**src/rtl/clk_seq_ctrl_if.sv**
```systemverilog
// Width-change handshake and clock-control bundle for clk_seq_ctrl.
// master: requester/observer side; slave: the sequencer.
interface clk_seq_ctrl_if;
  logic       Width_Req;
  logic [5:0] Req_Width;
  logic [5:0] DataBusWidth;
  logic       Div_Rst_n;
  logic       Clk_En;
  logic       Clk_Ready;
  logic       Req_Ack;
  logic       Req_Err;
  logic       PhyStatus;

  modport master (
    output Width_Req, Req_Width,
    input  DataBusWidth, Div_Rst_n, Clk_En,
    input  Clk_Ready, Req_Ack, Req_Err, PhyStatus
  );

  modport slave (
    input  Width_Req, Req_Width,
    output DataBusWidth, Div_Rst_n, Clk_En,
    output Clk_Ready, Req_Ack, Req_Err, PhyStatus
  );
endinterface

```
**src/rtl/clk_seq_ctrl.sv**
```systemverilog
// PHY clock sequencer: PLL settle, divider reset, settle, width changes.
// Ports: Ref_Clk, Rst (sync, active-high), [Pll_Locked], bus (slave).
// Optional macro CLK_SEQ_PLL_LOCK_EN adds Pll_Locked lock supervision.
module clk_seq_ctrl #(
  parameter int unsigned PLL_LOCK_CYCLES = 200,
  parameter int unsigned DIV_RST_CYCLES  = 4,
  parameter int unsigned SETTLE_CYCLES   = 16,
  parameter int unsigned GATE_CYCLES     = 2
) (
  input logic           Ref_Clk,
  input logic           Rst,
`ifdef CLK_SEQ_PLL_LOCK_EN
  input logic           Pll_Locked,
`endif
  clk_seq_ctrl_if.slave bus
);

  typedef enum logic [2:0] {
    PLL_WAIT,
    DIV_RST,
    SETTLE,
    READY,
    GATE
  } state_t;

  state_t      state_q, state_d;
  logic [15:0] cnt_q, cnt_d;
  logic [15:0] lim;
  logic        tc;
  logic        retry;
  logic        lost;
  logic        legal;
  logic        req;
  logic [5:0]  rw;

  logic [5:0]  width_q, width_d;
  logic [5:0]  new_w_q, new_w_d;
  logic        pend_q, pend_d;
  logic        drst_n_q, drst_n_d;
  logic        clk_en_q, clk_en_d;
  logic        rdy_q, rdy_d;
  logic        ack_q, ack_d;
  logic        err_q, err_d;
  logic        phy_q, phy_d;

  assign req   = bus.Width_Req;
  assign rw    = bus.Req_Width;
  assign legal = (rw == 6'd8) || (rw == 6'd16) || (rw == 6'd32);

  always_comb begin
    lim = 16'(PLL_LOCK_CYCLES - 1);
    unique case (state_q)
      DIV_RST: lim = 16'(DIV_RST_CYCLES - 1);
      SETTLE:  lim = 16'(SETTLE_CYCLES - 1);
      GATE:    lim = 16'(GATE_CYCLES - 1);
      default: lim = 16'(PLL_LOCK_CYCLES - 1);
    endcase
  end

  assign tc = (cnt_q == lim);

`ifdef CLK_SEQ_PLL_LOCK_EN
  // Run length of consecutive Pll_Locked=1 samples, saturating at 3.
  logic [1:0] lock_q, lock_d;
  logic       locked4;

  assign locked4 = Pll_Locked && (lock_q == 2'd3);
  assign lost    = !Pll_Locked &&
                   ((state_q == READY) || (state_q == GATE));

  always_comb begin
    lock_d = 2'd0;
    if ((state_q == PLL_WAIT) && Pll_Locked)
      lock_d = (lock_q == 2'd3) ? lock_q : lock_q + 2'd1;
  end

  always_ff @(posedge Ref_Clk) begin
    if (Rst) lock_q <= 2'd0;
    else     lock_q <= lock_d;
  end
`else
  assign lost = 1'b0;
`endif

  // State register.
  always_ff @(posedge Ref_Clk) begin
    if (Rst) begin
      state_q  <= PLL_WAIT;
      cnt_q    <= '0;
      width_q  <= 6'd8;
      new_w_q  <= 6'd8;
      pend_q   <= 1'b0;
      drst_n_q <= 1'b0;
      clk_en_q <= 1'b0;
      rdy_q    <= 1'b0;
      ack_q    <= 1'b0;
      err_q    <= 1'b0;
      phy_q    <= 1'b0;
    end else begin
      state_q  <= state_d;
      cnt_q    <= cnt_d;
      width_q  <= width_d;
      new_w_q  <= new_w_d;
      pend_q   <= pend_d;
      drst_n_q <= drst_n_d;
      clk_en_q <= clk_en_d;
      rdy_q    <= rdy_d;
      ack_q    <= ack_d;
      err_q    <= err_d;
      phy_q    <= phy_d;
    end
  end

  // Next state and shared counter.
  always_comb begin
    state_d = state_q;
    retry   = 1'b0;
    unique case (state_q)
      PLL_WAIT: begin
`ifdef CLK_SEQ_PLL_LOCK_EN
        if (locked4) state_d = DIV_RST;
        else if (tc) retry = 1'b1;
`else
        if (tc) state_d = DIV_RST;
`endif
      end
      DIV_RST: if (tc) state_d = SETTLE;
      SETTLE:  if (tc) state_d = READY;
      READY: begin
        if (req && legal && (rw != width_q))
          state_d = GATE;
      end
      GATE:    if (tc) state_d = DIV_RST;
      default: state_d = PLL_WAIT;
    endcase
    if (lost) state_d = PLL_WAIT;
    if ((state_d != state_q) || retry || (state_q == READY))
      cnt_d = '0;
    else
      cnt_d = cnt_q + 16'd1;
  end

  // Registered output next-values.
  always_comb begin
    width_d  = width_q;
    new_w_d  = new_w_q;
    pend_d   = pend_q;
    drst_n_d = drst_n_q;
    clk_en_d = clk_en_q;
    rdy_d    = rdy_q;
    ack_d    = 1'b0;
    err_d    = 1'b0;
    phy_d    = 1'b0;
    unique case (state_q)
      DIV_RST: if (tc) drst_n_d = 1'b1;
      SETTLE: begin
        if (tc) begin
          clk_en_d = 1'b1;
          rdy_d    = 1'b1;
          phy_d    = 1'b1;
          ack_d    = pend_q;
          pend_d   = 1'b0;
        end
      end
      READY: begin
        if (req) begin
          unique case (1'b1)
            !legal: err_d = 1'b1;
            legal && (rw == width_q): ack_d = 1'b1;
            legal && (rw != width_q): begin
              rdy_d    = 1'b0;
              clk_en_d = 1'b0;
              new_w_d  = rw;
              pend_d   = 1'b1;
            end
            default: ;
          endcase
        end
      end
      GATE: begin
        if (tc) begin
          width_d  = new_w_q;
          drst_n_d = 1'b0;
        end
      end
      default: ;
    endcase
    // Requests outside READY are refused; a completing ack
    // takes the slot so ack and err never coincide.
    if (req && (state_q != READY) && !ack_d)
      err_d = 1'b1;
    if (retry)
      err_d = 1'b1;
    if (lost) begin
      width_d  = width_q;
      rdy_d    = 1'b0;
      clk_en_d = 1'b0;
      drst_n_d = 1'b0;
      pend_d   = 1'b0;
      ack_d    = 1'b0;
      err_d    = req;
    end
  end

  assign bus.DataBusWidth = width_q;
  assign bus.Div_Rst_n    = drst_n_q;
  assign bus.Clk_En       = clk_en_q;
  assign bus.Clk_Ready    = rdy_q;
  assign bus.Req_Ack      = ack_q;
  assign bus.Req_Err      = err_q;
  assign bus.PhyStatus    = phy_q;

endmodule

```
**src/flat_wrapper.sv**
```systemverilog
// flat-port wrapper written by rule: the top's interface ports become plain ports
module clk_seq_ctrl_flat 
#(
  parameter int unsigned PLL_LOCK_CYCLES = 200,
  parameter int unsigned DIV_RST_CYCLES  = 4,
  parameter int unsigned SETTLE_CYCLES   = 16,
  parameter int unsigned GATE_CYCLES     = 2
)
  (Ref_Clk, Rst, bus_Width_Req, bus_Req_Width, bus_DataBusWidth, bus_Div_Rst_n, bus_Clk_En, bus_Clk_Ready, bus_Req_Ack, bus_Req_Err, bus_PhyStatus);
  clk_seq_ctrl_if bus_i ();
  input logic Ref_Clk;
  input logic Rst;
  input wire logic [$bits(bus_i.Width_Req)-1:0] bus_Width_Req;
  input wire logic [$bits(bus_i.Req_Width)-1:0] bus_Req_Width;
  output wire logic [$bits(bus_i.DataBusWidth)-1:0] bus_DataBusWidth;
  output wire logic [$bits(bus_i.Div_Rst_n)-1:0] bus_Div_Rst_n;
  output wire logic [$bits(bus_i.Clk_En)-1:0] bus_Clk_En;
  output wire logic [$bits(bus_i.Clk_Ready)-1:0] bus_Clk_Ready;
  output wire logic [$bits(bus_i.Req_Ack)-1:0] bus_Req_Ack;
  output wire logic [$bits(bus_i.Req_Err)-1:0] bus_Req_Err;
  output wire logic [$bits(bus_i.PhyStatus)-1:0] bus_PhyStatus;
  assign bus_i.Width_Req = bus_Width_Req;
  assign bus_i.Req_Width = bus_Req_Width;
  assign bus_DataBusWidth = bus_i.DataBusWidth;
  assign bus_Div_Rst_n = bus_i.Div_Rst_n;
  assign bus_Clk_En = bus_i.Clk_En;
  assign bus_Clk_Ready = bus_i.Clk_Ready;
  assign bus_Req_Ack = bus_i.Req_Ack;
  assign bus_Req_Err = bus_i.Req_Err;
  assign bus_PhyStatus = bus_i.PhyStatus;
  clk_seq_ctrl #(.PLL_LOCK_CYCLES(PLL_LOCK_CYCLES), .DIV_RST_CYCLES(DIV_RST_CYCLES), .SETTLE_CYCLES(SETTLE_CYCLES), .GATE_CYCLES(GATE_CYCLES)) u_core (.Ref_Clk(Ref_Clk), .Rst(Rst), .bus(bus_i));
endmodule
```
**config.mk**
```make
export PLATFORM = sky130hd
export DESIGN_NAME = clk_seq_ctrl_flat
export DESIGN_NICKNAME = d
export VERILOG_FILES = /design/src/rtl/clk_seq_ctrl_if.sv /design/src/rtl/clk_seq_ctrl.sv /design/src/flat_wrapper.sv
export SDC_FILE = /design/constraint.sdc
export NUM_CORES = 1
export LEC_CHECK = 0
export BUFFER_PORTS_ARGS = -buffer_cell sky130_fd_sc_hd__buf_4
export CAP_MARGIN = 20
export CORE_MARGIN = 2
export CORE_UTILIZATION = 62
export CTS_CLUSTER_DIAMETER = 200
export CTS_CLUSTER_SIZE = 30
export DETAILED_ROUTE_END_ITERATION = 10
export PLACE_DENSITY = 0.8
export SETUP_SLACK_MARGIN = 0.5
export SYNTH_ARGS = -nofsm -noshare
export SYNTH_HDL_FRONTEND = slang
export SYNTH_SLANG_ARGS = --single-unit
```
**constraint.sdc**
```tcl
create_clock -name Ref_Clk -period 6.5 [get_ports Ref_Clk]
set_clock_uncertainty 0.1 [all_clocks]
set_input_delay 1.3 -clock Ref_Clk [delete_from_list [all_inputs] [get_ports Ref_Clk]]
set_output_delay 1.3 -clock Ref_Clk [all_outputs]
set_load 0.02 [all_outputs]
```
# Word-level counts from Yosys, hierarchy flattened
# Cells that the tools add are included.
# classes
reduce_logical	20
addsub	1
eq_ne	17
n_shift	0
div	0
n_lt_le_gt_ge	0
mux	24
mul	0
n_bitwise	1
# op_table
operator	count
one-hot mux 8 bit (3 select lines)	1
adder 16 x 1 -> 16 bit (second input constant)	1
== test 16 x 8 -> 1 bit	1
2-to-1 mux 1 bit	14
2-to-1 mux 3 bit	4
one-hot mux 3 bit (4 select lines)	1
one-hot mux 1 bit (2 select lines)	4
== test 3 x 2 -> 1 bit (second input constant)	2
== test 6 x 4 -> 1 bit (second input constant)	1
== test 6 x 5 -> 1 bit (second input constant)	1
== test 6 bit	1
== test 6 bit (second input constant)	1
logical AND 1 bit	6
inequality test 2 x 1 -> 1 bit (second input constant)	3
inequality test 6 bit	1
AND reduction 3 bit	2
OR reduction 2 bit	3
inequality test 2 bit (second input constant)	2
AND reduction 4 bit	1
nonzero test 2 bit	2
== test 3 x 1 -> 1 bit (second input constant)	1
== test 3 bit (second input constant)	1
logical NOT 3 bit	1
logical OR 1 bit	3
other kinds (5)	5
# word_totals
rom_bits	0
reg_bits	37
ramBits	0
out_inout_bits	12
n_memories	0
latch_bits	0

# Longest topological paths before layout
# Gate-level depths: netlist of run 1.
# logic_depth
word_depth	10
depth_mapped	7
mapped_depth_nobuf	6

# Least setup slack after synthesis of run 1
# No wires, ideal clock.
# synth_path
path_kind	input -> register
start	in bus_Req_Width[0]
end	reg u_core.ack_q (netlist: u_core.bus.Req_Ack)
arrival_time_ns	2.750
required_ns	6.285
path_slack_ns	3.535
stages	4
n_path_buf	0
cell_sequence	or3_1 > a2111oi_2 > or3b_1 > a2111oi_0
# synth_between
elab_chain_cells	7
word_cells_on_any_way	10
cone_classes	4 x eq/ne; 3 x mux; 3 x reduce/logical
# synth_rtl
element	line_no	rtl
from (decl)	flat_wrapper.sv:14	input wire logic [$bits(bus_i.Req_Width)-1:0] bus_Req_Width;
== test 6 x 4 -> 1 bit / == test 6 x 5 -> 1 bit (equally long branches)	clk_seq_ctrl.sv:48	assign legal = (rw == 6'd8) || (rw == 6'd16) || (rw == 6'd32);
logical OR 1 bit (2 in series)	clk_seq_ctrl.sv:48	
logical AND 1 bit *	clk_seq_ctrl.sv:169	legal && (rw == width_q): ack_d = 1'b1;
2-to-1 mux 1 bit *	clk_seq_ctrl.sv:167	unique case (1'b1)
2-to-1 mux 1 bit *	clk_seq_ctrl.sv:166	if (req) begin
one-hot mux 1 bit (2 select lines) *	clk_seq_ctrl.sv:154	unique case (state_q)
to (signal assigned)	clk_seq_ctrl.sv:108	ack_q <= ack_d;
to (decl)	clk_seq_ctrl.sv:42	logic ack_q, ack_d;
# Every way passes the cells marked *; elsewhere a longest branch is shown, timed or not.
# A chain may end at the register's enable or synchronous reset.

# Worst setup path in the final report of run 1
# Ends and elaborated chain as after synthesis.

==> key figures, run 1 <==
Run status
  – Status: complete, no violations

Clocking
  – CTS Hold Bufs: 0
  – H-Tree Level Count: 2
  – Clock Path Buffers: 2
  – Cts repair resizes: 0
  – TritonCTS buffer count: 5
  – Root Buffer: clkbuf_4
  – CTS sink cnt: 37
  – Clk_lat worst skew: 0.36 ns
  – Clk pin slew, worst setup/hold paths: 0.12 ns
  – Setup bufs post-CTS: 0
  – CTS tree: yes

Layout
  – Cell Count, Final, Fillers Out: 261
  – Net count, final: 240
  – Share of cells above drive strength 1: between 10% and 20%
  – Final core utilization: 74.3%
  – Diode count: 0
  – Area delta synth->final: 11.2%
  – FILL cells: 215

Setup path
  – RR Startpoint: u_core.state_q[1]
  – Critical path class: input port to flip-flop
  – Worst setup SP type: input port
  – Worst Setup SP: bus_Req_Width[0]
  – Max FO, Critical Path: 3
  – Worst EP arrival: 2.99 ns
  – CP max-delay cell: or3_1
  – Req. time, crit path: around 6.7 ns
  – CP Cell Sequence: buf_4 > or3_1 > a2111oi_2 > or3b_1 > a2111oi_0
  – CP max stage delay: 0.41 ns
  – CP endpoint kind: flip-flop

Pwr
  – Power per cell area: 185 nW/µm²
  – Sequential power share: 59.7%
  – Switching part of the total power: 25.0%
  – Tot Pwr: approximately 0.39 mW
  – Power Internal: between 0.2 and 0.3 mW
  – VDD IR max: 0.000179 V
  – Clock Power Share: 33.7%
  – NetSw: 0.0965 mW
  – Comb power frac: 6.6%
  – Leak: between 0.7 and 0.8 nW

STA
  – RSZ-0062 raised after global routing: no
  – Max Freq: 353 MHz
  – Part of the cycle the worst path needs: 43.6%
  – Slew headroom: roughly 48%
  – Final hold violations: 0
  – Slew @ Worst Pin: 0.772 ns
  – Fin Hold WS: 0.363 ns
  – Pins Over Slew Limit: 0
  – # setup viols final: 0
  – Final min period: about 2.8 ns
  – Setup TNS: 0 ns

Hold path
  – Worst hold path type: flip-flop to flip-flop
  – Hold wc startpoint: u_core.pend_q

Die
  – Ports: 21
  – Die H: approximately 59 µm
  – Die area: 3480 µm²
  – Core footprint: 2810 µm²
  – Row count: 19
  – Initial Util: between 60% and 70%
  – Die X: 59.0 µm

Yosys
  – Mapped Area: 1870 µm²
  – Ys async rst share: 0%
  – Syn Area/Cell: 8.92 µm²
  – Register bit total from synthesis: 37
  – Seq/Total Area, Yosys: 39.5%
  – Top FF cell, synth: dfxtp_1
  – Library cells used by synthesis: 48
  – Synth Net Count: 220
  – Ys Warns: 0
  – EDFF count, synth: 0
  – Gate Count Post-Synth: 210

Global routing
  – Number of global-route vias before repair: between 1500 and 2000
  – GRT Util Overall: 27.6%
  – Grt ovf: 0
  – Global-route wire length before repair: 7310 µm
  – Pin count of the biggest net entering global routing: 17
  – Initial antenna violation count: 0

Place
  – Hpwl dp: 3030 µm
  – Placed insts: 254
  – Port bufs: 20
  – RePlAce Congestion: 0.821

Route
  – Starting DRT DRC Count: 131
  – Final ANT Viol Nets: 0
  – DRC viols: 0
  – Pre-Repair DR Iteration Count: 4
  – WL final: 4190 µm
  – Via count: 1636
  – Avg Vias per Cell: 6.27
  – WL/cell: 16.0 µm

Run
  – Max-cap violation count: 0
==> registers in the layout, indices dropped and copies added, names as in the netlist <==
signal and cells:
u_core.bus.Clk_En 1, u_core.bus.DataBusWidth 6, u_core.bus.Div_Rst_n 1, u_core.bus.PhyStatus 1
u_core.bus.Req_Ack 1, u_core.bus.Req_Err 1, u_core.cnt_q 16, u_core.new_w_q 6
u_core.pend_q 1, u_core.state_q 3
==> Yosys cell counts, types with 2 or more instances <==
cell type,count,share of area [%]
dfxtp_1,37,40
nor4b_1,2,0.94
buf_4,2,0.80
nand3b_1,2,0.80
nand4_1,11,3.7
nand3_1,6,1.6
xor2_1,6,2.8
xnor2_1,18,8.4
and4_1,2,0.94
a2111oi_2,2,1.6
clkbuf_1,2,0.40
a21o_1,2,0.80
inv_1,6,1.2
o211ai_1,2,0.80
buf_2,3,0.80
and3_1,6,2.0
or3_1,5,1.7
a21oi_1,11,2.9
and2_1,3,1.0
mux2i_1,3,1.6
o31ai_1,6,2.4
nor3_1,4,1.1
a2111oi_0,2,0.94
o21ai_0,2,0.53
nor2_1,28,5.6
nand2_1,15,3.0
==> layout make-up <==
type	instances	area [µm²]	area share, %
clock buffer	6	51.3	2.46
clock inverter	1	7.51	0.360
inverter	7	26.3	1.26
multi-input combinational	159	1070	51.3
sequential	37	741	35.6
tap	31	38.8	1.86
timing repair buffer	20	150	7.21
==> power by group through the flow <==
stage	clock network [mW]	logic (mW)	registers, mW
after floorplan	0	0.0155	0.236
after global placement	0	0.0238	0.235
after detailed placement	0	0.0249	0.236
after CTS	0.128	0.0249	0.230
after global routing	0.141	0.0279	0.231
final	0.130	0.0253	0.230
==> placed cells by master, fill, tap and decap left out, drive strengths merged, types with 2 or more instances in the layout <==
master,synthesis,routed
dfxtp,37,37
nor2,28,28
buf,5,20
xnor2,18,18
nand2,15,15
a21oi,11,11
nand4,11,11
xor2,6,6
inv,6,6
nand3,6,6
and3,6,6
o31ai,6,6
or3,6,6
clkbuf,2,6
a2111oi,5,5
nor3,4,4
and2,3,3
mux2i,3,3
o21ai,3,3
nor4b,2,2
nand3b,2,2
and4,2,2
a21o,2,2
o211ai,2,2
nor3b,2,2
==> cells by family after synthesis <==
group                      share of synthesized area [%]
adders and majority gates                          0.668
and+or+nand+nor                                     25.8
DFF                                                 39.5
AOI/OAI and AO/OA                                   17.8
buffers and inverters                               3.41
xor gates and xnor gates                            11.2
muxes                                               1.60
==> critical path: cells and delay by family <==
family                 cells  cell delay (ns)
buffers and inverters      1             0.12
and+or+nand+nor            2             0.80
AOI/OAI and AO/OA          2             0.78
==> per-stage QoR <==
step | instance area (µm²) | setup slack (ns)
after detailed placement | 2020 | 3.32
after global placement | 2020 | 3.36
after floorplan | 1870 | 3.54
after CTS | 2080 | 3.69
final | 2080 | 3.66
after global routing | 2080 | 3.37
==> routing by layer <==
metal,part of all wire (%),up-vias,wire length [µm],global-route usage (%)
met3,5.3,10,220,7.47
met1,45,783,1900,35.1
met2,48,46,2000,45.2
met4,1.7,0,73,9.42
li1,-,797,-,-
met5,0,-,0,0
==> final timing paths <==
path | endpoint | slack, ns | cells past startpoint
min reg2reg | u_core.bus.Req_Err | 0.36 | 1
max reg2reg | u_core.cnt_q[10] | 3.72 | 5
max | u_core.bus.Req_Ack | 3.66 | 5
min | u_core.bus.Req_Err | 0.36 | 1
(Power assumes the default switching activity.)
==> run 2, diff against run 1 <==
Settings changed: CORE_UTILIZATION 62 to 57, PLACE_DENSITY 0.8 to 0.74.
Clock period 6.5 ns to 2.9 ns, I/O delays scaled along.
==> run 2 against run 1 <==
Net effect: combinational power up 140%; worst hold slack better by 0.0043 ns; die area rose by 8.2%; routed wire length up 0.84%; utilization fell by 3.5 points; register-to-register slack got worse by 3.1 ns; clock-buffer cell count increased by 1; setup slack worse by 3.0 ns; non-clock buffer count increased by 6; sequential power increased by 120%; critical endpoint unchanged; largest cell class unchanged; largest power group unchanged.
==> key figures, run 2 (same netlist as run 1, synthesis figures left out) <==
Setup path
  – Top delay family on crit path: simple AND/OR/NAND/NOR gates
  – CP Cell Sequence: buf_4 > or3_1 > nand3_1 > mux2i_2 > nand4_1 > a2111oi_0
  – CP endpoint kind: flip-flop
  – WP buf/inv: 1 (unchanged)
  – Critical path class: flip-flop to flip-flop
  – Max FO, Critical Path: 12 (+9)
  – Req. time, crit path: 3.01 ns (-3.64 ns)
  – Worst setup SP type: flip-flop
  – Worst EP arrival: 2.38 ns (-0.61 ns)
  – CP Depth: 6 (+1)
  – CP max-delay cell: a2111oi_0
  – FF-to-FF path depth: 6 (+1)
  – CP max stage delay: 0.43 ns (+0.02 ns)

Route
  – Avg Vias per Cell: 5.93 (-5.4%)
  – Starting DRT DRC Count: 132 (+0.76%)
  – Final ANT Viol Nets: 0 (unchanged)
  – WL final: 4220 µm (+0.84%)
  – DRC viols: 0 (unchanged)
  – Via count: 1660 (+1.5%)
  – WL/cell: 15.1 µm (-6.0%)
  – Pre-Repair DR Iteration Count: 4 (unchanged)

Place
  – Port bufs: 20 (unchanged)
  – RePlAce Congestion: 0.856 (+4.2%)
  – Hpwl dp: 3070 µm (+1.4%)

Layout
  – Area delta synth->final: 16.2%
  – Max reg flops: 16 (unchanged)
  – Diode count: 0 (unchanged)
  – Commonest cells after routing, fill and taps aside: dfxtp_1, nor2_1, buf_4
  – Share of cells above drive strength 1: 19.1% (+3.4 points)
  – Commonest non-fill, non-tap cell in the layout: dfxtp_1
  – Largest Register: u_core.cnt_q
  – Net count, final: 246 (+2.5%)

Run status
  – Status: complete, no violations

Clocking
  – Clk_lat worst skew: 0.34 ns (-0.02 ns)
  – CTS sink cnt: 37 (unchanged)
  – Clk pin slew, worst setup/hold paths: 0.11 ns (about the same)
  – H-Tree Level Count: 2 (unchanged)
  – CTS tree: yes
  – Root Buffer: clkbuf_4
  – Clock Path Buffers: 2 (unchanged)
  – TritonCTS buffer count: 5 (unchanged)

Pwr
  – VDD IR max: 0.000299 V (+67%)
  – Leak: 0.813 nW (+5.1%)
  – Tot Pwr: 0.854 mW (+120%)
  – Power per cell area: 392 nW/µm² (+110%)

Die
  – Core footprint: 3080 µm² (+9.7%)
  – Row count: 20 (+1)
  – Die X: 61.3 µm (+4.0%)
  – Die area: 3760 µm² (+8.2%)
  – Initial Util: 60.9% (-5.9 points)
  – Ports: 21 (unchanged)
  – Die H: 61.3 µm (+4.0%)

Global routing
  – Grt ovf: 0 (unchanged)
  – GRT Util Overall: 25.5% (-2.1 points)
  – Pin count of the biggest net entering global routing: 17 (unchanged)
  – Initial antenna violation count: 0 (unchanged)
  – Global-route wire length before repair: 7070 µm (-3.3%)
  – Number of global-route vias before repair: 1613 (+2.2%)

STA
  – RSZ-0062 raised after global routing: yes
  – Slew headroom: 46.0% (-2.5 points)
  – # setup viols final: 0 (unchanged)
  – Final hold violations: 0 (unchanged)
  – Final min period: 2.27 ns
  – Part of the cycle the worst path needs: about 78%
  – Max Freq: roughly 440 MHz
  – Slew @ Worst Pin: 0.809 ns (+0.0373 ns)
  – Setup TNS: 0 ns (unchanged)
  – Pins Over Slew Limit: 0 (unchanged)

Run
  – Max-cap violation count: 0 (unchanged)

Hold path
  – Hold Path Stages: 2 (+1)
  – Worst hold path type: flip-flop to flip-flop
-- run 2: worst register-to-register path: stages (launching register included) --
cell	delay, ns
dfxtp_1	0.32
buf_4	0.17
or3_1	0.41
nand3_1	0.15
mux2i_2	0.41
nand4_1	0.15
a2111oi_0	0.43
-- run 2: layout make-up --
| cell class | count | area, µm² |
|---|---|---|
| timing repair buffer | 26 | 220 |
| inverter | 7 | 26.3 |
| tap | 44 | 55.1 |
| fill | 261 | 901 |
| clock buffer | 7 | 55.1 |
| sequential | 37 | 743 |
| multi-input combinational | 159 | 1080 |
-- run 2: metrics by stage --
stage          std cells  setup WS (ns)  area, µm²  util (%)  hold WS (ns)
2_1_floorplan        210          0.655       1870         -         0.317
3_3_place_gp         270          0.458       2060      67.0         0.343
3_5_place_dp         270          0.411       2060      67.0         0.354
4_1_cts              280          0.529       2170      70.6         0.368
5_1_grt              280          0.434       2180      70.7         0.399
6_report             280          0.627       2180      70.7         0.367
-- run 2: worst paths after layout --
check	end	from	slack [ns]
worst max-delay path	u_core.bus.Req_Ack	u_core.state_q[1]	0.63
worst min-delay path	u_core.bus.DataBusWidth[1]	u_core.new_w_q[1]	0.37
worst max register to register	u_core.bus.Req_Ack	u_core.state_q[1]	0.63
worst min register to register	u_core.bus.DataBusWidth[1]	u_core.new_w_q[1]	0.37
-- run 2: what timing repair did --
item                       4_1_cts  5_1_grt
gates resized for setup          2        2
hold buffers                     0        0
buffers inserted                 3        0
setup endpoints to repair       18       20
pin swaps                        2        0
-- run 2: where the power goes --
| part | switching (mW) | internal [mW] | leakage, nW |
|---|---|---|---|
| clock network | 0.163 | 0.115 | 0.0314 |
| registers | 0.00421 | 0.512 | 0.300 |
| logic | 0.0353 | 0.0253 | 0.482 |
| total | 0.202 | 0.652 | 0.813 |
-- run 2: routing by layer --
layer,routed length [µm],track usage (%),up-vias
met1,1790,29.4,787
met5,0,0,-
met2,2140,45.1,61
met4,53,10.6,0
li1,-,-,807
met3,239,6.09,5
